## src/rtl/ultra_range_bcd_pkg.sv

```systemverilog
// Shared definitions for the ultrasonic range finder: FSM encodings, widths and BCD helper.
package ultra_range_bcd_pkg;

    localparam int unsigned BCD_W = 4;
    localparam int unsigned CM_W  = 14;

    typedef logic [CM_W-1:0] cm_t;

    localparam logic [2:0] S_IDLE = 3'd0;
    localparam logic [2:0] S_TRIG = 3'd1;
    localparam logic [2:0] S_WAIT = 3'd2;
    localparam logic [2:0] S_MEAS = 3'd3;
    localparam logic [2:0] S_AVG  = 3'd4;
    localparam logic [2:0] S_CONV = 3'd5;
    localparam logic [2:0] S_HOLD = 3'd6;

    // Double-dabble correction applied to each digit before a shift.
    function automatic logic [BCD_W-1:0] add3(input logic [BCD_W-1:0] d);
        return (d > 4'd4) ? d + 4'd3 : d;
    endfunction

endpackage

```

## src/rtl/ultra_range_bcd_if.sv

```systemverilog
// Sensor and display-side signals of the range finder.
interface ultra_range_bcd_if;

    logic       echo;
    logic       trig;
    logic [3:0] digit0;
    logic [3:0] digit1;
    logic [3:0] digit2;
    logic [3:0] digit3;
    logic       new_data;
    logic       no_echo;

    modport master (
        output echo,
        input  trig, digit0, digit1, digit2, digit3, new_data, no_echo
    );

    modport slave (
        input  echo,
        output trig, digit0, digit1, digit2, digit3, new_data, no_echo
    );

endinterface

```

## src/rtl/bin2bcd_seq.sv

```systemverilog
// Sequential 14-bit binary to 4-digit BCD converter: one load cycle, then one shift per bit.
module bin2bcd_seq
    import ultra_range_bcd_pkg::*;
(
    input  logic             clk,
    input  logic             reset,
    input  logic             start,
    input  cm_t              bin,
    output logic             done,
    output logic [BCD_W-1:0] bcd0,
    output logic [BCD_W-1:0] bcd1,
    output logic [BCD_W-1:0] bcd2,
    output logic [BCD_W-1:0] bcd3
);

    logic               busy;
    logic [3:0]         step;
    cm_t                bin_sr;
    logic [4*BCD_W-1:0] bcd_sr;
    logic [4*BCD_W-1:0] bcd_adj;
    logic [4*BCD_W-1:0] bcd_next;

    always_comb begin
        bcd_adj  = {add3(bcd_sr[15:12]), add3(bcd_sr[11:8]),
                    add3(bcd_sr[7:4]),   add3(bcd_sr[3:0])};
        bcd_next = (bcd_adj << 1) | {15'd0, bin_sr[CM_W-1]};
    end

    always_ff @(posedge clk or negedge reset) begin
        if (!reset) begin
            busy   <= 1'b0;
            step   <= '0;
            bin_sr <= '0;
            bcd_sr <= '0;
            done   <= 1'b0;
            bcd0   <= '0;
            bcd1   <= '0;
            bcd2   <= '0;
            bcd3   <= '0;
        end else begin
            done <= 1'b0;
            if (!busy) begin
                if (start) begin
                    bin_sr <= bin;
                    bcd_sr <= '0;
                    step   <= '0;
                    busy   <= 1'b1;
                end
            end else begin
                bcd_sr <= bcd_next;
                bin_sr <= bin_sr << 1;
                step   <= step + 4'd1;
                if (step == 4'(CM_W - 1)) begin
                    busy <= 1'b0;
                    done <= 1'b1;
                    {bcd3, bcd2, bcd1, bcd0} <= bcd_next;
                end
            end
        end
    end

endmodule

```

## src/rtl/ultra_range_bcd.sv

```systemverilog
// Free-running ultrasonic ranger: trigger, echo timing, cm conversion and BCD output.
// Define ULTRA_RANGE_AVG_EN to report the mean of the last four valid samples.
module ultra_range_bcd
    import ultra_range_bcd_pkg::*;
#(
    parameter int unsigned CLK_HZ      = 50_000_000,
    parameter int unsigned TRIG_CYC    = CLK_HZ / 100_000,
    parameter int unsigned CM_CYC      = (CLK_HZ / 1_000_000) * 58,
    parameter int unsigned TIMEOUT_CYC = (CLK_HZ / 100) * 3,
    parameter int unsigned PERIOD_CYC  = (CLK_HZ / 100) * 6,
    parameter int unsigned MAX_CM      = 500
) (
    input  logic               clk,
    input  logic               reset,
    ultra_range_bcd_if.slave   bus
);

    localparam int unsigned CNT_MAX = (TIMEOUT_CYC > CM_CYC) ? TIMEOUT_CYC : CM_CYC;
    localparam int unsigned CNT_W   = $clog2(CNT_MAX + 1);
    localparam int unsigned PER_W   = $clog2(PERIOD_CYC + 1);
`ifdef ULTRA_RANGE_AVG_EN
    localparam logic [2:0]  S_POST_MEAS = S_AVG;
`else
    localparam logic [2:0]  S_POST_MEAS = S_CONV;
`endif

    logic [2:0]       state;
    logic             echo_s1, echo_s2, echo_s3;
    logic             echo_rise;
    logic [PER_W-1:0] per_cnt;
    logic [CNT_W-1:0] cnt;
    cm_t              cm;
    cm_t              conv_bin;
    logic             start;
    logic             done;
    logic [3:0]       c0, c1, c2, c3;
    logic [3:0]       d0, d1, d2, d3;
    logic             new_data;
    logic             no_echo;

    assign echo_rise = echo_s2 & ~echo_s3;

    bin2bcd_seq u_bcd (
        .clk   (clk),
        .reset (reset),
        .start (start),
        .bin   (conv_bin),
        .done  (done),
        .bcd0  (c0),
        .bcd1  (c1),
        .bcd2  (c2),
        .bcd3  (c3)
    );

    // cnt serves as the timeout counter in WAIT and the per-cm cycle counter in MEAS;
    // the rising-edge cycle itself counts as the first echo-high cycle.
    always_ff @(posedge clk or negedge reset) begin
        if (!reset) begin
            state    <= S_IDLE;
            echo_s1  <= 1'b0;
            echo_s2  <= 1'b0;
            echo_s3  <= 1'b0;
            per_cnt  <= '0;
            cnt      <= '0;
            cm       <= '0;
            start    <= 1'b0;
            d0       <= '0;
            d1       <= '0;
            d2       <= '0;
            d3       <= '0;
            new_data <= 1'b0;
            no_echo  <= 1'b0;
        end else begin
            echo_s1  <= bus.echo;
            echo_s2  <= echo_s1;
            echo_s3  <= echo_s2;
            per_cnt  <= per_cnt + PER_W'(1);
            start    <= 1'b0;
            new_data <= 1'b0;
            case (state)
                S_IDLE: begin
                    state   <= S_TRIG;
                    per_cnt <= '0;
                end
                S_TRIG: begin
                    if (per_cnt == PER_W'(TRIG_CYC - 1)) begin
                        state <= S_WAIT;
                        cnt   <= '0;
                    end
                end
                S_WAIT: begin
                    if (echo_rise) begin
                        state <= S_MEAS;
                        cnt   <= CNT_W'(1);
                        cm    <= '0;
                    end else if (cnt == CNT_W'(TIMEOUT_CYC - 1)) begin
                        state   <= S_HOLD;
                        no_echo <= 1'b1;
                    end else begin
                        cnt <= cnt + CNT_W'(1);
                    end
                end
                S_MEAS: begin
                    if (!echo_s2) begin
                        state <= S_POST_MEAS;
                        start <= (S_POST_MEAS == S_CONV);
                    end else if (cnt == CNT_W'(CM_CYC - 1)) begin
                        cnt <= '0;
                        cm  <= cm + CM_W'(1);
                        if (cm == CM_W'(MAX_CM - 1)) begin
                            state <= S_POST_MEAS;
                            start <= (S_POST_MEAS == S_CONV);
                        end
                    end else begin
                        cnt <= cnt + CNT_W'(1);
                    end
                end
                S_AVG: begin
                    state <= S_CONV;
                    start <= 1'b1;
                end
                S_CONV: begin
                    if (done) begin
                        state    <= S_HOLD;
                        {d3, d2, d1, d0} <= {c3, c2, c1, c0};
                        new_data <= 1'b1;
                        no_echo  <= 1'b0;
                    end
                end
                S_HOLD: begin
                    if (per_cnt == PER_W'(PERIOD_CYC - 1)) begin
                        state   <= S_TRIG;
                        per_cnt <= '0;
                    end
                end
                default: state <= S_IDLE;
            endcase
        end
    end

`ifdef ULTRA_RANGE_AVG_EN
    cm_t         hist0, hist1, hist2;
    logic [2:0]  hist_cnt;
    cm_t         nh1, nh2, nh3;
    logic [CM_W+1:0] sum;
    cm_t         avg;

    // Empty history slots are filled with the newest sample.
    always_comb begin
        nh1 = (hist_cnt >= 3'd1) ? hist0 : cm;
        nh2 = (hist_cnt >= 3'd2) ? hist1 : cm;
        nh3 = (hist_cnt >= 3'd3) ? hist2 : cm;
        sum = {2'b00, cm} + {2'b00, nh1} + {2'b00, nh2} + {2'b00, nh3};
    end

    always_ff @(posedge clk or negedge reset) begin
        if (!reset) begin
            hist0    <= '0;
            hist1    <= '0;
            hist2    <= '0;
            hist_cnt <= '0;
            avg      <= '0;
        end else if (state == S_AVG) begin
            hist0 <= cm;
            hist1 <= nh1;
            hist2 <= nh2;
            if (hist_cnt != 3'd4) hist_cnt <= hist_cnt + 3'd1;
            avg <= cm_t'(sum >> 2);
        end
    end

    assign conv_bin = avg;
`else
    assign conv_bin = cm;
`endif

    assign bus.trig     = (state == S_TRIG);
    assign bus.digit0   = d0;
    assign bus.digit1   = d1;
    assign bus.digit2   = d2;
    assign bus.digit3   = d3;
    assign bus.new_data = new_data;
    assign bus.no_echo  = no_echo;

endmodule
```

## src/flat_wrapper.sv

```systemverilog
// flat-port wrapper written by rule: the top's interface ports become plain ports
module ultra_range_bcd_flat import ultra_range_bcd_pkg::*;
#(
    parameter int unsigned CLK_HZ      = 50_000_000,
    parameter int unsigned TRIG_CYC    = CLK_HZ / 100_000,
    parameter int unsigned CM_CYC      = (CLK_HZ / 1_000_000) * 58,
    parameter int unsigned TIMEOUT_CYC = (CLK_HZ / 100) * 3,
    parameter int unsigned PERIOD_CYC  = (CLK_HZ / 100) * 6,
    parameter int unsigned MAX_CM      = 500
)
  (clk, reset, bus_echo, bus_trig, bus_digit0, bus_digit1, bus_digit2, bus_digit3, bus_new_data, bus_no_echo);
  ultra_range_bcd_if bus_i ();
  input  logic clk;
  input  logic reset;
  input wire logic [$bits(bus_i.echo)-1:0] bus_echo;
  output wire logic [$bits(bus_i.trig)-1:0] bus_trig;
  output wire logic [$bits(bus_i.digit0)-1:0] bus_digit0;
  output wire logic [$bits(bus_i.digit1)-1:0] bus_digit1;
  output wire logic [$bits(bus_i.digit2)-1:0] bus_digit2;
  output wire logic [$bits(bus_i.digit3)-1:0] bus_digit3;
  output wire logic [$bits(bus_i.new_data)-1:0] bus_new_data;
  output wire logic [$bits(bus_i.no_echo)-1:0] bus_no_echo;
  assign bus_i.echo = bus_echo;
  assign bus_trig = bus_i.trig;
  assign bus_digit0 = bus_i.digit0;
  assign bus_digit1 = bus_i.digit1;
  assign bus_digit2 = bus_i.digit2;
  assign bus_digit3 = bus_i.digit3;
  assign bus_new_data = bus_i.new_data;
  assign bus_no_echo = bus_i.no_echo;
  ultra_range_bcd #(.CLK_HZ(CLK_HZ), .TRIG_CYC(TRIG_CYC), .CM_CYC(CM_CYC), .TIMEOUT_CYC(TIMEOUT_CYC), .PERIOD_CYC(PERIOD_CYC), .MAX_CM(MAX_CM)) u_core (.clk(clk), .reset(reset), .bus(bus_i));
endmodule
```

## config.mk

```make
export PLATFORM = sky130hd
export DESIGN_NAME = ultra_range_bcd_flat
export DESIGN_NICKNAME = d
export VERILOG_FILES = /design/src/rtl/ultra_range_bcd_pkg.sv /design/src/rtl/ultra_range_bcd_if.sv /design/src/rtl/bin2bcd_seq.sv /design/src/rtl/ultra_range_bcd.sv /design/src/flat_wrapper.sv
export SDC_FILE = /design/constraint.sdc
export NUM_CORES = 1
export LEC_CHECK = 0
export ABC_AREA = 1
export BUFFER_PORTS_ARGS = -buffer_cell sky130_fd_sc_hd__buf_2
export CORE_AREA = 4 4 116 118
export CTS_BUF_LIST = sky130_fd_sc_hd__clkbuf_4 sky130_fd_sc_hd__clkbuf_8
export DETAILED_ROUTE_END_ITERATION = 7
export DIE_AREA = 0 0 120 122
export PLACE_DENSITY = 0.77
export REMOVE_ABC_BUFFERS = 1
export SLEW_MARGIN = 20
export SYNTH_ARGS = -nofsm -noshare
export SYNTH_HDL_FRONTEND = slang
export SYNTH_SLANG_ARGS = --single-unit
```

## constraint.sdc

```tcl
create_clock -name clk -period 1.75 [get_ports clk]
set_clock_uncertainty 0.15 [all_clocks]
set_input_delay 0.2625 -clock clk [delete_from_list [all_inputs] [get_ports clk]]
set_output_delay 0.2625 -clock clk [all_outputs]
set_load 0.03 [all_outputs]
```

# Yosys cells after proc, flatten, opt, wreduce, memory -nomap -nowiden
# Index checks and enable logic that the tools add are counted.
word_totals:
  register_bits: 134
  input_bits: 3
  out_inout_bits: 19
  wordCells: 119
classes:
  add_sub_neg: 8
  magnitude_cmp: 4
  eq_ne: 24
  mux: 46
  bitwise_logic: 3
  reduce_logical: 11
op_table:
  columns: ["cell", "n"]
  rows:
  - ["2-to-1 mux 21 bit", 5]
  - ["2-to-1 mux 14 bit", 5]
  - ["one-hot mux 21 bit (3 select lines)", 1]
  - ["one-hot mux 22 bit (2 select lines)", 1]
  - ["2-to-1 mux 16 bit", 2]
  - ["one-hot mux 14 bit (2 select lines)", 1]
  - ["2-to-1 mux 3 bit", 9]
  - ["adder 22 x 1 -> 22 bit (second input constant)", 1]
  - ["== test 22 bit (second input constant)", 1]
  - ["== test 22 x 9 -> 1 bit (second input constant)", 1]
  - ["2-to-1 mux 22 bit", 1]
  - ["adder 21 x 1 -> 21 bit (second input constant)", 1]
  - ["== test 21 x 12 -> 1 bit (second input constant)", 1]
  - ["== test 21 bit (second input constant)", 1]
  - ["one-hot mux 3 bit (7 select lines)", 1]
  - ["2-to-1 mux 4 bit", 5]
  - ["greater-than comparator 4 x 3 -> 1 bit (second input constant)", 4]
  - ["bitwise OR 16 x 1 -> 16 bit", 1]
  - ["adder 14 x 1 -> 14 bit (second input constant)", 1]
  - ["== test 14 x 9 -> 1 bit (second input constant)", 1]
  - ["2-to-1 mux 1 bit", 13]
  - ["adder 4 x 2 -> 4 bit (second input constant)", 3]
  - ["!= test 2 x 1 -> 1 bit (second input constant)", 6]
  - ["AND reduction 4 bit", 3]
  - ["other kinds (18)", 27]

# Depth between registers and ports, before layout
depth:
  depth_word: 5
  mapped_depth: 11
  depth_no_buf: 11

# By module
# A second synthesis with hierarchy kept.
hier_totals:
  hier_cells: 1066
  hier_area_um2: 7667.4
by_module_without_submodules:
  columns: ["mod", "n_inst", "cells_each", "area_each_um2", "seq_area_each_um2"]
  rows:
  - ["ultra_range_bcd", 1, 744, 5108.6, 2052.0]
  - ["bin2bcd_seq", 1, 322, 2558.7, 1301.2]

# Worst setup path before layout
# No wires, ideal clock.
synth_timing:
  path_kind: "flip-flop to flip-flop"
  startpoint: "reg u_core.state[0]"
  endpoint: "reg u_core.cnt[1]"
  setup_time_ns: 0.119
  arrival_time_ns: 1.672
  required_ns: 1.481
  slack_ns: -0.191
  path_stages_with_launch: 11
  n_path_buf: 1
  period_less_slack_ns: 1.941
  path_cell_list: "dfrtp_1 inv_1 nor2_1 inv_1 nor2_1 nand2_2 nand2_1 nor2_4 buf_6 nand3b_1 nand2_1"
synth_via:
  elab_chain_cells: 3
  word_cells_on_any_way: 9
  classes_between: "eq/ne (6); mux (1); reduce/logical (2)"
synth_rtl:
  columns: ["element", "line", "source"]
  rows:
  - ["start: declaration", "ultra_range_bcd.sv:27", "logic [2:0] state;"]
  - ["start signal: assignment", "ultra_range_bcd.sv:59", "state <= S_IDLE;"]
  - ["start signal: assignment", "ultra_range_bcd.sv:82", "state <= S_TRIG;"]
  - ["start signal: assignment", "ultra_range_bcd.sv:87", "state <= S_WAIT;"]
  - ["== test 3 x 1 -> 1 bit (*)", null, null]
  - ["named net bus_trig", "flat_wrapper.sv:16", "output wire logic [$bits(bus_i.trig)-1:0] bus_trig;"]
  - ["!= test 2 x 1 -> 1 bit (no source line) or nonzero test 3 bit (tied branches)", null, null]
  - ["AND reduction 4 bit (no source line)", null, null]
  - ["end signal: assignment", "ultra_range_bcd.sv:100", "cnt <= cnt + CNT_W'(1);"]
  - ["end signal: assignment", "ultra_range_bcd.sv:115", "cnt <= cnt + CNT_W'(1);"]
  - ["end: declaration", "ultra_range_bcd.sv:31", "logic [CNT_W-1:0] cnt;"]
# The timed path passes the listed nets; every way through them passes the cells marked *.
# A chain may end at the register's enable or synchronous reset.

# Worst setup path in the final report
layout_timing:
  startpoint: "reg u_core.per_cnt[14]"
  endpoint: "reg u_core.cnt[2]"
layout_via:
  elab_chain_cells: 3
layout_rtl:
  columns: ["element", "line", "source"]
  rows:
  - ["start: declaration", "ultra_range_bcd.sv:30", "logic [PER_W-1:0] per_cnt;"]
  - ["start signal: assignment", "ultra_range_bcd.sv:77", "per_cnt <= per_cnt + PER_W'(1);"]
  - ["== test 22 x 9 -> 1 bit", "ultra_range_bcd.sv:86", "if (per_cnt == PER_W'(TRIG_CYC - 1)) begin"]
  - ["!= test 2 x 1 -> 1 bit (no source line)", null, null]
  - ["AND reduction 4 bit (no source line)", null, null]
# Every way passes these cells.

==> reports/results.tsv <==
stage	metric	value	unit
sta	Pins Over Slew Limit	0	
layout	nets	1055	
floorplan	num ports	22	
yosys	YS warnings	0	
placement	Placer Congestion	0.8989	
power	pwr/cell area	698.1	nW/um^2
sta	Worst Tran Pin Value	527.0	ps
detailed_routing	drt pass-1 iters	5	
sta	final setup margin	-195.6	ps
detailed_routing	post-DR wirelength/cell	14.86	um
sta	fmax	514.0	MHz
cts	CTS tree	yes	
floorplan	Initial Util	0.5694	
critical_path	Worst Path Arrival	2190	ps
placement	DP HPWL	10790	um
global_routing	initial antenna violation count	0	
layout	sequential cell area	3359	um^2
global_routing	vias in the first global route	5994	
floorplan	Die Ht	122	um
detailed_routing	DRT iter0 DRCs	547	
yosys	Mapped Avg Cell Area	7.641	um^2
floorplan	Die X	120	um
yosys	ys async rst share	1.000	
yosys	Cells after Synth	929	
floorplan	Die ar.	14640	um^2
power	worst vdd ir	0.4189	mV
detailed_routing	vias per cell	5.434	
placement	pre-CTS setup slack	-99.35	ps
min_path	Hold WC Path Type	in -> async	
yosys	top_reg_cell synth	dfrtp_1	
critical_path	Worst Setup Start Kind	flip-flop	
placement	Port Buf Inserts	21	
cts	CTS Root Cell	clkbuf_8	
detailed_routing	DRC	0	
floorplan	row count	41	
cts	TritonCTS buffer count	17	
global_routing	pin count of the biggest net entering global routing	53	
critical_path	Worst EP required	2000	ps
sta	Slew Limit Headroom	0.6483	
sta	RSZ-0062 raised after global routing	yes	
yosys	post-synth top area cell	dfrtp_1	
floorplan	Core Region	12470	um^2
layout	fill count	884	
yosys	Synth top area share	0.4724	
yosys	number of flops mapped to enable cells by yosys	0	
detailed_routing	routed via count	6673	
yosys	sequential area share after synthesis	0.4724	
yosys	Yosys reg bits	134	
cts	Clock Latency Late Sink	460	ps
cts	CTS max path bufs	2	
cts	CTS clock-pin slew for the worst setup and hold paths	90	ps
yosys	dominant cells by area after synthesis	dfrtp_1 47%, nand2_1 15%, inv_1 5.6%, nand3_1 5.1%, nor2_1 4.8%	
sta	Fin. Hold Viols	0	
outcome	violated checks	setup timing	
sta	min Tclk post-route	1946	ps
layout	Area growth syn-to-layout	26.23	%
yosys	synthesized cell area	7098	um^2
cts	CTS sink count	134	
yosys	Distinct cells, synth	39	
outcome	outcome	complete, but fails checks	
job	Max Cap Viol	0	
layout	fraction of layout cells with a size suffix above 1	0.2405	
yosys	Post-synth top cells	277 x nand2_1, 134 x dfrtp_1, 105 x inv_1	
detailed_routing	Detailed Route WL	18250	um
sta	fin crit share	1.112	
layout	number of diodes	0	
global_routing	first-pass GRT wire length	27520	um
cts	# H-tree levels	4	
global_routing	GRT overflow	0	
layout	multi-input logic area	3510	um^2
detailed_routing	Detail Route Antenna Nets	0	
critical_path	CP Class	reg -> reg	
yosys	most common cell in the synthesized netlist	nand2_1	
layout	Finished Core Util	0.7188	
power	Lkg Pwr	4.398	nW
sta	final setup fails	54	
critical_path	crit-path max FO	6	
critical_path	crit end category	flip-flop	
global_routing	Global Route Usage Sum	0.2323	
[what timing repair did]
item	4_1_cts	5_1_grt
hold buffers	2	0
cloned	1	7
gates resized for setup	26	78
setup buffers	16	14
hold endpoints to repair	135	0
setup endpoints to repair	48	93
pin swaps	11	23
[final timing paths]
| kind | slack [ps] | depth (start not counted) | endpoint | startpoint |
|---|---|---|---|---|
| worst max-delay path | -200 | 10 | u_core.cnt[2] | u_core.per_cnt[14] |
| worst min register to register | 220 | 0 | u_core.echo_s2 | u_core.echo_s1 |
| max in group asynchronous | 790 | 3 | u_core.per_cnt[16] | reset |
| worst min-delay path | 90 | 2 | u_core.u_bcd.bcd0[3] | reset |
| min in group clk | 220 | 0 | u_core.echo_s2 | u_core.echo_s1 |
| worst max register to register | -200 | 10 | u_core.cnt[2] | u_core.per_cnt[14] |
[metrics by stage]
step	TNS, ps	hold slack, ps	instances	power [W]	area (um^2)
global route	-10430	93.49	1228	0.006423	8960
floorplan	-10490	-183.1	903	0.003166	6945
detailed placement	-741.3	3.068	1157	0.003251	7767
finish	-5221	86.87	1228	0.006255	8960
CTS	-112.7	74.74	1207	0.006279	8482
global placement	-50.69	1.191	1157	0.003250	7767
[worst max-delay path, cell delays in order (launching register included)]
cell       delay, ps
dfrtp_2          440
nor2_1           180
nand2_1          130
nor2_2           130
nand3_2          110
nand2_4          100
nand2_4           50
nor2_4           250
clkbuf_16        210
nand3_1           70
nand2_1           70
[where the power goes]
| part | internal [W] | switching (W) |
|---|---|---|
| Clock | 0.00177 | 0.00129 |
| Combinational | 0.0000206 | 0.0000704 |
| Sequential | 0.00310 | 0.00000179 |
[per-layer routing]
layer / GRT usage / share of wire
met2: 0.3945 / 0.49
met4: 0.08805 / 0.032
met1: 0.2980 / 0.43
met5: 0 / 0
met3: 0.04271 / 0.053
[placed cells by master (no fill, tap or decap), types with 7 or more instances in the layout]
master	count
o22ai_1	12
a22oi_1	10
buf_4	83
nand4_1	17
xor2_1	15
inv_1	102
buf_2	19
dfrtp_1	129
clkbuf_8	18
nand3_1	68
o21ai_2	8
nand2_1	261
inv_2	8
o21ai_0	60
a21oi_1	11
ha_1	7
nand3_2	8
nand2_2	14
nor2_1	72
nor2_4	11
nor3_1	8
o21ai_1	11
nor2_2	18
[cell families after synthesis]
| logic type | count (synthesis) | synth area share |
|---|---|---|
| and+or+nand+nor | 499 | 0.3025 |
| AOI/OAI and AO/OA | 123 | 0.09854 |
| DFF | 134 | 0.4724 |
| xor gates and xnor gates | 23 | 0.02838 |
| adders and majority gates | 9 | 0.01586 |
| buffers and inverters | 141 | 0.08232 |
[area by class of cell]
type                       instances  share of cell area
timing repair inverter             3            0.002514
clock inverter                    13             0.02444
tap                              172             0.02402
clock buffer                      19             0.02849
sequential                       134              0.3749
timing repair buffer             116              0.1045
inverter                         115             0.04943
multi-input combinational        656              0.3917
[registers in the layout, indices dropped and copies added, names as in the netlist, 14 cells and up]
| signal | count |
|---|---|
| u_core.u_bcd.bcd_sr | 16 |
| u_core.cnt | 21 |
| u_core.per_cnt | 22 |
| u_core.u_bcd.bin_sr | 14 |
| u_core.cm | 14 |
Power figures use the tool's default switching activity.
